$ cat config.mk
export PLATFORM = sky130hd
export DESIGN_NAME = spi_master
export DESIGN_NICKNAME = d
export VERILOG_FILES = /design/src/rtl/spi_pkg.sv /design/src/rtl/spi_clk_gen.sv /design/src/rtl/spi_master.sv
export SDC_FILE = /design/constraint.sdc
export NUM_CORES = 1
export LEC_CHECK = 0
export BUFFER_PORTS_ARGS = -buffer_cell sky130_fd_sc_hd__buf_2
export CELL_PAD_IN_SITES_DETAIL_PLACEMENT = 0
export CELL_PAD_IN_SITES_GLOBAL_PLACEMENT = 1
export CORE_ASPECT_RATIO = 0.5
export CORE_MARGIN = 10
export CORE_UTILIZATION = 45
export DETAILED_ROUTE_END_ITERATION = 10
export PLACE_DENSITY = 0.83
export REMOVE_ABC_BUFFERS = 1
export SLEW_MARGIN = 10
export SYNTH_ARGS = -nofsm -noshare
export SYNTH_HDL_FRONTEND = slang
export SYNTH_SLANG_ARGS = --single-unit
export TNS_END_PERCENT = 5
$ cat constraint.sdc
create_clock -name PCLK -period 3.7 [get_ports PCLK]
set_input_delay 0.74 -clock PCLK [delete_from_list [all_inputs] [get_ports PCLK]]
set_output_delay 0.74 -clock PCLK [all_outputs]
set_load 0.005 [all_outputs]
$ cat src/rtl/spi_pkg.sv
// Shared constants and FSM encoding for the mode-0 SPI master.
// Imported by spi_master and spi_clk_gen.
package spi_pkg;

   localparam logic [1:0] MODE0 = 2'b00;
   localparam logic [1:0] MODE1 = 2'b01;
   localparam logic [1:0] MODE2 = 2'b10;
   localparam logic [1:0] MODE3 = 2'b11;

   localparam int CLK_DIV_MIN = 2;

   typedef enum logic [2:0] {
      ST_IDLE  = 3'd0,
      ST_SETUP = 3'd1,
      ST_XFER  = 3'd2,
      ST_HOLD  = 3'd3,
      ST_GAP   = 3'd4
   } state_t;

endpackage

$ cat src/rtl/spi_clk_gen.sv
// Half-period counter: tick marks the last cycle of each CLK_DIV-long slot.
// phase is the SCK level of the current XFER half-period (first one is high).
module spi_clk_gen
   import spi_pkg::*;
#(
   parameter int CLK_DIV = 4
) (
   input  logic clk,
   input  logic rst,
   input  logic en,
   input  logic load,
   output logic tick,
   output logic phase
);

   localparam int DIV = (CLK_DIV < CLK_DIV_MIN) ? CLK_DIV_MIN : CLK_DIV;
   localparam int CW  = $clog2(DIV);

   logic [CW-1:0] cnt;

   assign tick = en && (cnt == CW'(DIV - 1));

   // Counter restarts on every state entry so no slot spans two states.
   always_ff @(posedge clk) begin
      if (rst) begin
         cnt   <= '0;
         phase <= 1'b0;
      end else if (load) begin
         cnt   <= '0;
         phase <= 1'b1;
      end else if (tick) begin
         cnt   <= '0;
         phase <= ~phase;
      end else if (en) begin
         cnt   <= cnt + 1'b1;
      end
   end

endmodule

$ cat src/rtl/spi_master.sv
// Single-transfer SPI master, mode 0, MSB first, all outputs registered.
// FSM: IDLE -> SETUP -> XFER -> HOLD -> GAP -> IDLE.
module spi_master
   import spi_pkg::*;
#(
   parameter int DATA_W  = 8,
   parameter int CLK_DIV = 4
) (
   input  logic              PCLK,
   input  logic              PRESET,
   input  logic              START,
   input  logic [1:0]        MODE,
   input  logic [DATA_W-1:0] TX_DATA,
   output logic [DATA_W-1:0] RX_DATA,
   output logic              BUSY,
   output logic              DONE,
   output logic              ERR,
   output logic              SS,
   output logic              SCK,
   output logic              MOSI,
   input  logic              MISO
);

   localparam int BW = $clog2(DATA_W) + 1;

   state_t            state;
   state_t            state_next;
   logic              tick;
   logic              phase;
   logic              en;
   logic              load;
   logic              last_half;
   logic [DATA_W-1:0] tx_sh;
   logic [DATA_W-1:0] rx_sh;
   logic [BW-1:0]     bit_cnt;

   logic ss_next;
   logic sck_next;
   logic mosi_next;
   logic busy_next;
   logic done_next;
   logic err_next;
   logic accept;
   logic capture;
   logic shift;
   logic update;

   assign en        = (state != ST_IDLE);
   assign load      = (state_next != state);
   assign last_half = (bit_cnt == BW'(DATA_W));

   spi_clk_gen #(
      .CLK_DIV (CLK_DIV)
   ) u_clk (
      .clk   (PCLK),
      .rst   (PRESET),
      .en    (en),
      .load  (load),
      .tick  (tick),
      .phase (phase)
   );

   // State register.
   always_ff @(posedge PCLK) begin
      if (PRESET) state <= ST_IDLE;
      else        state <= state_next;
   end

   // Next state: XFER ends after the low half-period that follows the last fall.
   always_comb begin
      state_next = state;
      unique case (state)
         ST_IDLE:  if (START && MODE == MODE0) state_next = ST_SETUP;
         ST_SETUP: if (tick) state_next = ST_XFER;
         ST_XFER:  if (tick && !phase && last_half) state_next = ST_HOLD;
         ST_HOLD:  if (tick) state_next = ST_GAP;
         ST_GAP:   if (tick) state_next = ST_IDLE;
         default:  state_next = ST_IDLE;
      endcase
   end

   // Output decode: next values of the registered pins plus datapath strobes.
   always_comb begin
      ss_next   = SS;
      sck_next  = SCK;
      mosi_next = MOSI;
      busy_next = BUSY;
      done_next = 1'b0;
      err_next  = 1'b0;
      accept    = 1'b0;
      capture   = 1'b0;
      shift     = 1'b0;
      update    = 1'b0;
      unique case (state)
         ST_IDLE: begin
            if (START && MODE == MODE0) begin
               accept    = 1'b1;
               ss_next   = 1'b0;
               busy_next = 1'b1;
               mosi_next = TX_DATA[DATA_W-1];
            end else if (START) begin
               err_next  = 1'b1;
            end
         end
         ST_SETUP: begin
            if (tick) begin
               sck_next = 1'b1;
               capture  = 1'b1;
            end
         end
         ST_XFER: begin
            if (tick && phase) begin
               sck_next  = 1'b0;
               shift     = 1'b1;
               mosi_next = tx_sh[DATA_W-2];
            end else if (tick && !last_half) begin
               sck_next  = 1'b1;
               capture   = 1'b1;
            end
         end
         ST_HOLD: begin
            if (tick) begin
               ss_next   = 1'b1;
               done_next = 1'b1;
               update    = 1'b1;
            end
         end
         ST_GAP: begin
            if (tick) busy_next = 1'b0;
         end
         default: begin
            ss_next   = 1'b1;
            sck_next  = 1'b0;
            mosi_next = 1'b0;
            busy_next = 1'b0;
         end
      endcase
   end

   // Pin registers, shift registers and falling-edge bit counter.
   always_ff @(posedge PCLK) begin
      if (PRESET) begin
         SS      <= 1'b1;
         SCK     <= 1'b0;
         MOSI    <= 1'b0;
         BUSY    <= 1'b0;
         DONE    <= 1'b0;
         ERR     <= 1'b0;
         RX_DATA <= '0;
         tx_sh   <= '0;
         rx_sh   <= '0;
         bit_cnt <= '0;
      end else begin
         SS   <= ss_next;
         SCK  <= sck_next;
         MOSI <= mosi_next;
         BUSY <= busy_next;
         DONE <= done_next;
         ERR  <= err_next;
         if (accept) begin
            tx_sh   <= TX_DATA;
            bit_cnt <= '0;
         end else if (shift) begin
            tx_sh   <= {tx_sh[DATA_W-2:0], 1'b0};
            bit_cnt <= bit_cnt + 1'b1;
         end
         if (capture) rx_sh <= {rx_sh[DATA_W-2:0], MISO};
         if (update) RX_DATA <= rx_sh;
      end
   end

endmodule

==> results of run 1 <==
[flip-flops by register name, indices dropped and copies added (netlist names)]
signal	cells
BUSY	1
DONE	1
ERR	1
MOSI	1
RX_DATA	8
SCK	1
SS	1
bit_cnt	4
rx_sh	8
state	3
tx_sh	7
u_clk.cnt	2
u_clk.phase	1
[stage by stage]
step                power [mW]  setup WS, ns  instances  area, sq um
finish                   0.831          1.58        265         1970
global route             0.866          1.39        265         1970
CTS                      0.841          1.56        265         1970
detailed placement       0.487          1.64        257         1860
global placement         0.487          1.73        257         1860
floorplan                0.465          1.92        179         1660
[per-layer routing]
layer | global-route usage | up-vias | wire length, um
met3 | 0.0396 | 4 | 177
met5 | 0 | - | 0
met2 | 0.173 | 25 | 1690
met1 | 0.126 | 640 | 1730
li1 | - | 711 | -
met4 | 0.0546 | 0 | 56
[final cells by class]
type	count	area, sq um
fillers	328	1580
multi-input cells	137	867
inverters	3	11.3
clock inverters	3	43.8
flip-flops and latches	39	781
clock buffers	5	68.8
well taps	51	63.8
repair buffers	27	135
[kinds of logic (layout without fill, tap and decap cells)]
kind of cell / Yosys count / after routing
AOI/OAI and AO/OA: 38 / 38
xor gates and xnor gates: 5 / 5
adders and majority gates: 3 / 3
buffers and inverters: 15 / 38
DFF: 39 / 39
muxes: 16 / 16
and+or+nand+nor: 75 / 75
[power groups by stage]
| stage | logic (mW) | registers, mW | clock network, mW |
|---|---|---|---|
| 2_1_floorplan | 0.0223 | 0.443 | 0 |
| 3_3_place_gp | 0.0425 | 0.444 | 0 |
| 3_5_place_dp | 0.0431 | 0.444 | 0 |
| 4_1_cts | 0.0436 | 0.434 | 0.363 |
| 5_1_grt | 0.0481 | 0.436 | 0.382 |
| 6_report | 0.0431 | 0.434 | 0.354 |
[synthesized netlist by cell type (4+ instances only)]
cell type,number
a211oi_1,6
a21oi_1,15
buf_2,4
clkbuf_1,5
dfxtp_1,39
mux2i_1,16
nand2_1,23
nor2_1,21
nor3_1,8
o21ai_0,4
xor2_1,4
[critical path, delay by kind of cell (launching register included)]
kind / cells / cell delay (ns)
simple gates: 2 / 0.75
fa+ha+maj: 1 / 0.45
flops: 1 / 0.36
compound gates: 1 / 0.31
mux: 1 / 0.15
[worst max path at each step]
stage,start,endpoint,slack (ns),cells past startpoint
2_1_floorplan,u_clk.cnt[0],tx_sh[1],1.92,5
3_3_place_gp,u_clk.cnt[0],tx_sh[6],1.73,5
3_5_place_dp,u_clk.cnt[0],tx_sh[1],1.64,5
4_1_cts,u_clk.cnt[0],tx_sh[1],1.56,5
5_1_grt,u_clk.cnt[0],tx_sh[1],1.39,5
6_report,u_clk.cnt[0],tx_sh[1],1.58,5
[cells in the final DEF, fill, tap and decap left out, types with 2 or more instances in the layout]
master	count
nand3b_1	3
nand3_1	3
a21boi_0	2
clkbuf_8	5
inv_1	2
a211oi_1	6
o21ai_1	2
a31oi_1	3
dfxtp_1	39
nor2b_1	3
a21oi_1	15
xor2_1	4
o21a_1	2
nor3_1	8
mux2i_1	16
and3_1	2
buf_2	27
ha_1	3
nor2_1	21
o21ai_0	4
nand2_1	23
==> run_results.csv, run 1 <==
group,metric,value,unit
cts,ctsHoldBuffers,0,
grt,antenna_found_initial,0,
pwr,power_frac_clock,0.425,
timing,hold_viol_final,0,
die,floorplan.initialDensity,0.485,
grt,gr-total-overflow,0,
pwr,p_leak,0.801,nW
pwr,power_density,422,nW/um^2
timing,rsz0062_at_grt,"false",
detailed_routing,via_count,1380,
synth,ys_types,42,
placed_design,portBuffers,27,
pwr,seqPwrFrac,0.523,
die,coreArea,3550,sq um
setup_path,reg2regPathDepth,5,
synth,synth.largest_area_cell,"dfxtp_1",
detailed_routing,drt_pass1_iterations,4,
timing,setup_viol,0,
setup_path,slowest_delay,0.45,ns
timing,tns,0,ns
setup_path,rrSetupSlack,1.58,ns
synth,ys_top_cells_by_area,"dfxtp_1 (45%), mux2i_1 (9.3%), nand2_1 (5.0%)",
die,die_area,6850,sq um
pwr,vdd_drop_max,179,uV
grt,grt_pass1_wl,6040,um
cts,clkLatencyLatePin,0.29,ns
cts,htreeDepth,2,
setup_path,worstPathArrival,2.30,ns
setup_path,end_kind,"register",
timing,min_period_over_period,0.573,
timing,worst_pin_slew,0.706,ns
synth,syn_inst,191,
timing,min_period,2.12,ns
timing,fmax,0.471,GHz
outcome,outcome,"completed",
synth,synth_flop_cell,"dfxtp_1",
synth,synthArstFlopShare,0,
cts,cts.sinks,39,
worst_hold_path,hold_end,"RX_DATA[1]",
synth,synthXorXnorAreaFrac,0.0255,
grt,grt_start_max_net_pins,40,
setup_path,startpoint_type,"register",
synth,synth_edf_count,0,
die,die_x,107,um
synth,synth_area,1720,sq um
cts,cts_setup_buffers,0,
timing,skew,0.00802,ns
pwr,internal-power,0.647,mW
cts,clk_path_buf_depth,2,
worst_hold_path,worstHoldStart,"RX_DATA[1]",
detailed_routing,drcViolationCount,0,
detailed_routing,drt_iter0_drc,53,
grt,grt_pass1_vias,1309,
synth,synth_top_area_frac,0.454,
pwr,p_comb_frac,0.052,
die,ios,28,
placed_design,dpl.hpwl,2490,um
cts,root_buffer,"clkbuf_8",
layout,finish.utilization,0.556,
setup_path,cp.required,3.88,ns
layout,area_growth,14.5,%
synth,ys_seq_area_frac,0.454,
detailed_routing,ant_nets,0,
pwr,power.share.switching,0.222,
setup_path,slowest_stage,"ha_1",
setup_path,rr_endpoint,"tx_sh[1]",
synth,synth_compound_area_frac,0.143,
cts,cts_tree,"yes",
synth,synthAdderAreaFrac,0.0218,
synth,synth-simple-area-share,0.220,
synth,synth_mux_area_frac,0.0931,
setup_path,path_class,"register to register",
flow_run,maxCapViolCount,0,
synth,ys_seq_elements,39,
cts,post_cts_resized,0,
synth,avgSynthCellArea,9.01,sq um
detailed_routing,wire_per_inst,13.8,um
grt,track_usage,0.108,
timing,slew_headroom,0.529,
worst_hold_path,min_delay_path_depth,2,
timing,slew_violations,0,
layout,fin_nets,230,
synth,synth_top_family_by_area,"simple AND/OR/NAND/NOR gates",
setup_path,timing.rr.start,"u_clk.cnt[0]",
synth,ys_warn_count,0,
worst_hold_path,min_path_type,"register to register",
layout,drive_above_1_share,0.196,
layout,diodes,0,
setup_path,cp_max_fo,16,
cts,cts_buffers,5,
detailed_routing,vias_per_cell,5.21,
pwr,switching_power,0.184,mW
setup_path,worstPathCellList,"ha_1 -> and3b_2 -> and2_1 -> mux2i_1 -> a211oi_1",
timing,whs,0.453,ns
placed_design,gp_congestion,0.780,
die,fp.dieH,63.7,um
detailed_routing,totalWireLength,3650,um
die,rows,15,
cts,path_clk_slew,0.08,ns
No activity file was read; power rests on OpenSTA's default activity.
==> run 2: changes to the inputs <==
- CORE_UTILIZATION: 45 -> 37
- PLACE_DENSITY: 0.83 -> 0.73
- clock period: 3.7 -> 1.85 ns (I/O delays scaled with it)
==> run_results.csv, run 2 (synthesis results as in run 1) <==
group,metric,value,unit
detailed_routing,vias_per_cell,4.97,
grt,grt_pass1_wl,6310,um
timing,min_period,1.66,ns
grt,gr-total-overflow,0,
setup_path,slowest_delay,0.56,ns
detailed_routing,ant_nets,0,
cts,clkLatencyLatePin,0.29,ns
layout,diodes,0,
layout,finish.utilization,0.459,
cts,htreeDepth,2,
grt,grt_pass1_vias,1337,
setup_path,end_kind,"register",
timing,whs,0.315,ns
timing,slew_violations,0,
timing,setup_viol,0,
detailed_routing,via_count,1382,
setup_path,timing.rr.start,"state[1]",
cts,cts_setup_buffers,0,
timing,fmax,0.602,GHz
cts,clk_path_buf_depth,2,
timing,fin_ws,0.190,ns
layout,drive_above_1_share,0.226,
timing,tns,0,ns
layout,fill_cells,442,
setup_path,slowest_stage,"dfxtp_1",
detailed_routing,drt_iter0_drc,37,
detailed_routing,drcViolationCount,0,
grt,antenna_found_initial,0,
timing,hold_viol_final,0,
cts,post_cts_resized,0,
die,coreArea,4450,sq um
layout,fin_area,2040,sq um
placed_design,portBuffers,27,
placed_design,dpl.hpwl,2590,um
die,ios,28,
die,floorplan.initialDensity,0.387,
setup_path,worstPathCellList,"and3b_2 -> and2_1 -> buf_4 -> mux2i_1 -> a211oi_1",
cts,cts_tree,"yes",
outcome,outcome,"completed",
timing,skew,0.00490,ns
flow_run,maxCapViolCount,0,
cts,cts.sinks,39,
layout,area_growth,18.5,%
cts,ctsHoldBuffers,0,
timing,min_period_over_period,0.897,
grt,track_usage,0.0986,
grt,grt_start_max_net_pins,39,
worst_hold_path,min_path_type,"input port to register",
cts,path_clk_slew,0.08,ns
setup_path,cp-startpoint,"state[1]",
timing,slew_headroom,0.682,
placed_design,gp_congestion,0.846,
die,die_area,7940,sq um
timing,rsz0062_at_grt,"false",
setup_path,worstPathArrival,1.83,ns
placed_design,pre_cts_ws,0.102,ns
die,fp.dieH,68.2,um
cts,root_buffer,"clkbuf_8",
cts,cts_buffers,5,
setup_path,startpoint_type,"register",
setup_path,cp.required,2.02,ns
setup_path,crit_family,"flip-flops",
setup_path,path_buf_inv,1,
pwr,vdd_drop_max,399,uV
timing,worst_pin_slew,0.474,ns
pwr,p_leak,0.839,nW
placed_design,place_area,1920,sq um
layout,reg_top3,"RX_DATA x8, rx_sh x8, tx_sh x7",
layout,layout_commonest_cell,"dfxtp_1",
die,rows,17,
worst_hold_path,worstHoldStart,"MISO",
detailed_routing,wire_per_inst,13.2,um
setup_path,path_class,"register to register",
layout,final_cell_mix,"dfxtp_1 (38), buf_2 (27), nand2_1 (23)",
detailed_routing,totalWireLength,3660,um
pwr,power_density,824,nW/um^2
die,die_x,116,um
setup_path,cp_max_fo,11,
layout,fin_nets,237,
detailed_routing,drt_pass1_iterations,4,
==> run 2: cell types whose count changed in the layout (fill, tap and decap cells not counted) <==
cell / delta
dfxtp_1: -1
nand3_4: +1
buf_4: +7
nand3_2: -1
dfxtp_2: +1
==> run 2: worst paths after layout <==
path	slack [ns]	endpoint	cells past startpoint
worst min register to register	0.45	RX_DATA[4]	2
worst max-delay path	0.19	tx_sh[1]	5
worst min-delay path	0.31	rx_sh[0]	3
worst max register to register	0.19	tx_sh[1]	5
==> run 2: layout make-up <==
cell class	instances	area, sq um	area share
Tap cell	57	71.3	0.0350
Inverter	3	11.3	0.00552
Multi-Input combinational cell	137	875	0.429
Sequential cell	39	782	0.383
Clock inverter	3	43.8	0.0215
Timing Repair Buffer	34	188	0.0920
Clock buffer	5	68.8	0.0337
==> run 2: report_power, final <==
part | total, mW | switching (mW) | internal [mW] | leakage, nW
Combinational | 0.0934 | 0.0518 | 0.0416 | 0.464
Sequential | 0.867 | 0.0120 | 0.855 | 0.316
Clock | 0.719 | 0.317 | 0.402 | 0.0581
==> run 2: per-layer routing <==
metal | track usage | vias up | wire length (um)
li1 | - | 726 | -
met1 | 0.119 | 634 | 1800
met2 | 0.164 | 17 | 1660
met3 | 0.0314 | 5 | 148
met4 | 0.0372 | 0 | 55
met5 | 0 | - | 0
==> run 2: per-stage QoR <==
step           power, mW  cells
2_1_floorplan      0.930    179
3_3_place_gp       0.979    270
3_5_place_dp       0.980    270
4_1_cts             1.70    278
5_1_grt             1.75    278
6_report            1.68    278
==> run 2: worst reg2reg max path, stage by stage (launching register included) <==
cell,delay (ns)
dfxtp_1,0.56
and3b_2,0.32
and2_1,0.14
buf_4,0.19
mux2i_1,0.22
a211oi_1,0.09
==> run 3: changes to the inputs <==
==> constraint.sdc (replaced) <==
create_clock -name PCLK -period 1.85 [get_ports PCLK]
set_input_delay 0.0925 -clock PCLK [delete_from_list [all_inputs] [get_ports PCLK]]
set_output_delay 0.0925 -clock PCLK [all_outputs]
set_load 0.005 [all_outputs]
==> run_results.csv, run 3 (synthesis results as in run 1) <==
group,metric,value,unit
die,fp.dieH,68.2,um
timing,fmax,0.602,GHz
layout,final_cell_mix,"dfxtp_1 (39), buf_2 (27), nand2_1 (23)",
grt,grt_start_max_net_pins,22,
outcome,outcome,"completed",
grt,grt_pass1_vias,1306,
pwr,power_density,865,nW/um^2
layout,finish.utilization,0.463,
detailed_routing,via_count,1356,
setup_path,path_class,"register to register",
timing,min_period,1.66,ns
grt,gr-total-overflow,0,
die,die_area,7940,sq um
setup_path,cp-startpoint,"state[1]",
setup_path,worstPathArrival,1.85,ns
placed_design,dp.cells,271,
layout,drive_above_1_share,0.221,
worst_hold_path,worstHoldStart,"MISO",
die,die_x,116,um
setup_path,end_kind,"register",
cts,cts_buffers,5,
pwr,p_leak,0.850,nW
cts,cts_tree,"yes",
grt,antenna_found_initial,0,
layout,layout_commonest_cell,"dfxtp_1",
setup_path,cp_max_fo,11,
cts,clk_path_buf_depth,2,
die,ios,28,
grt,track_usage,0.0949,
layout,area_growth,19.6,%
worst_hold_path,min_path_type,"input port to register",
detailed_routing,drt_pass1_iterations,4,
cts,cts_setup_buffers,0,
layout,reg_top3,"RX_DATA x8, rx_sh x8, tx_sh x7",
timing,rsz0062_at_grt,"false",
die,rows,17,
layout,fill_cells,444,
cts,path_clk_slew,0.08,ns
layout,final_cells,279,
detailed_routing,wire_per_inst,12.7,um
cts,root_buffer,"clkbuf_8",
setup_path,cp.required,2.04,ns
placed_design,dpl.hpwl,2600,um
detailed_routing,drt_iter0_drc,47,
grt,grt_pass1_wl,6050,um
detailed_routing,drcViolationCount,0,
timing,worst_pin_slew,0.458,ns
placed_design,portBuffers,27,
placed_design,gp_congestion,0.806,
layout,final-seq-area,781,sq um
layout,multi_input_area,867,sq um
detailed_routing,ant_nets,0,
flow_run,maxCapViolCount,0,
timing,setup_viol,0,
cts,cts.sinks,39,
layout,fin_nets,238,
cts,clkLatencyLatePin,0.28,ns
die,floorplan.initialDensity,0.387,
layout,diodes,0,
timing,slew_violations,0,
setup_path,timing.rr.start,"state[1]",
pwr,vdd_drop_max,371,uV
cts,ctsHoldBuffers,0,
cts,htreeDepth,2,
die,coreArea,4450,sq um
cts,post_cts_resized,0,
timing,hold_viol_final,0,
detailed_routing,vias_per_cell,4.86,
detailed_routing,totalWireLength,3550,um
timing,tns,0,ns
timing,min_period_over_period,0.898,
timing,skew,0.00532,ns
timing,slew_headroom,0.694,
setup_path,startpoint_type,"register",
[run 3: cell types whose count changed in the layout (fill, tap and decap cells not counted)]
cell	before	now
dfxtp_1	38	39
clkbuf_1	0	1
dfxtp_2	1	0
nand3_4	1	0
clkinv_4	1	0
nand3_2	0	1
clkinv_2	1	0
buf_4	7	8
bufinv_16	1	2
[run 3: report_power, final]
part           internal, mW  leakage, nW  switching (mW)
clock                 0.539       0.0654           0.282
sequential            0.856        0.316          0.0113
combinational        0.0411        0.469          0.0510
total                  1.44        0.850           0.344
[run 3: area by class of cell]
| cell class | count | area share |
|---|---|---|
| Inverter | 3 | 0.00547 |
| Tap cell | 57 | 0.0347 |
| Timing Repair Buffer | 35 | 0.0948 |
| Multi-Input combinational cell | 137 | 0.421 |
| Clock inverter | 2 | 0.0292 |
| Sequential cell | 39 | 0.379 |
| Clock buffer | 6 | 0.0353 |
[run 3: worst max-delay path, cell delays in order, from the launching register on]
cell,delay [ns]
dfxtp_1,0.56
and3b_2,0.32
and2_1,0.15
buf_4,0.20
mux2i_1,0.09
a211oi_1,0.25
[run 3: layer usage]
layer | wire (um) | vias up | global-route usage
li1 | - | 726 | -
met1 | 1780 | 609 | 0.120
met2 | 1580 | 19 | 0.146
met3 | 154 | 2 | 0.0305
met4 | 41 | 0 | 0.0418
met5 | 0 | - | 0
[run 3: final timing paths]
check	slack, ns	cells past startpoint	end
setup / recovery	0.19	5	tx_sh[1]
hold / removal	0.04	3	rx_sh[0]
setup reg to reg	0.19	5	tx_sh[1]
hold reg to reg	0.45	2	RX_DATA[4]
[run 3: metrics by stage]
| stage | hold WS [ns] | total power, mW | setup WS (ns) | cell area (sq um) |
|---|---|---|---|---|
| 6_report | 0.0366 | 1.78 | 0.189 | 2060 |
| 5_1_grt | 0.0461 | 1.87 | 0.0702 | 2060 |
| 4_1_cts | 0.0294 | 1.81 | 0.201 | 2060 |
| 3_5_place_dp | 0.333 | 0.980 | 0.245 | 1930 |
| 3_3_place_gp | 0.325 | 0.978 | 0.233 | 1930 |
| 2_1_floorplan | 0.162 | 0.930 | 0.0688 | 1660 |
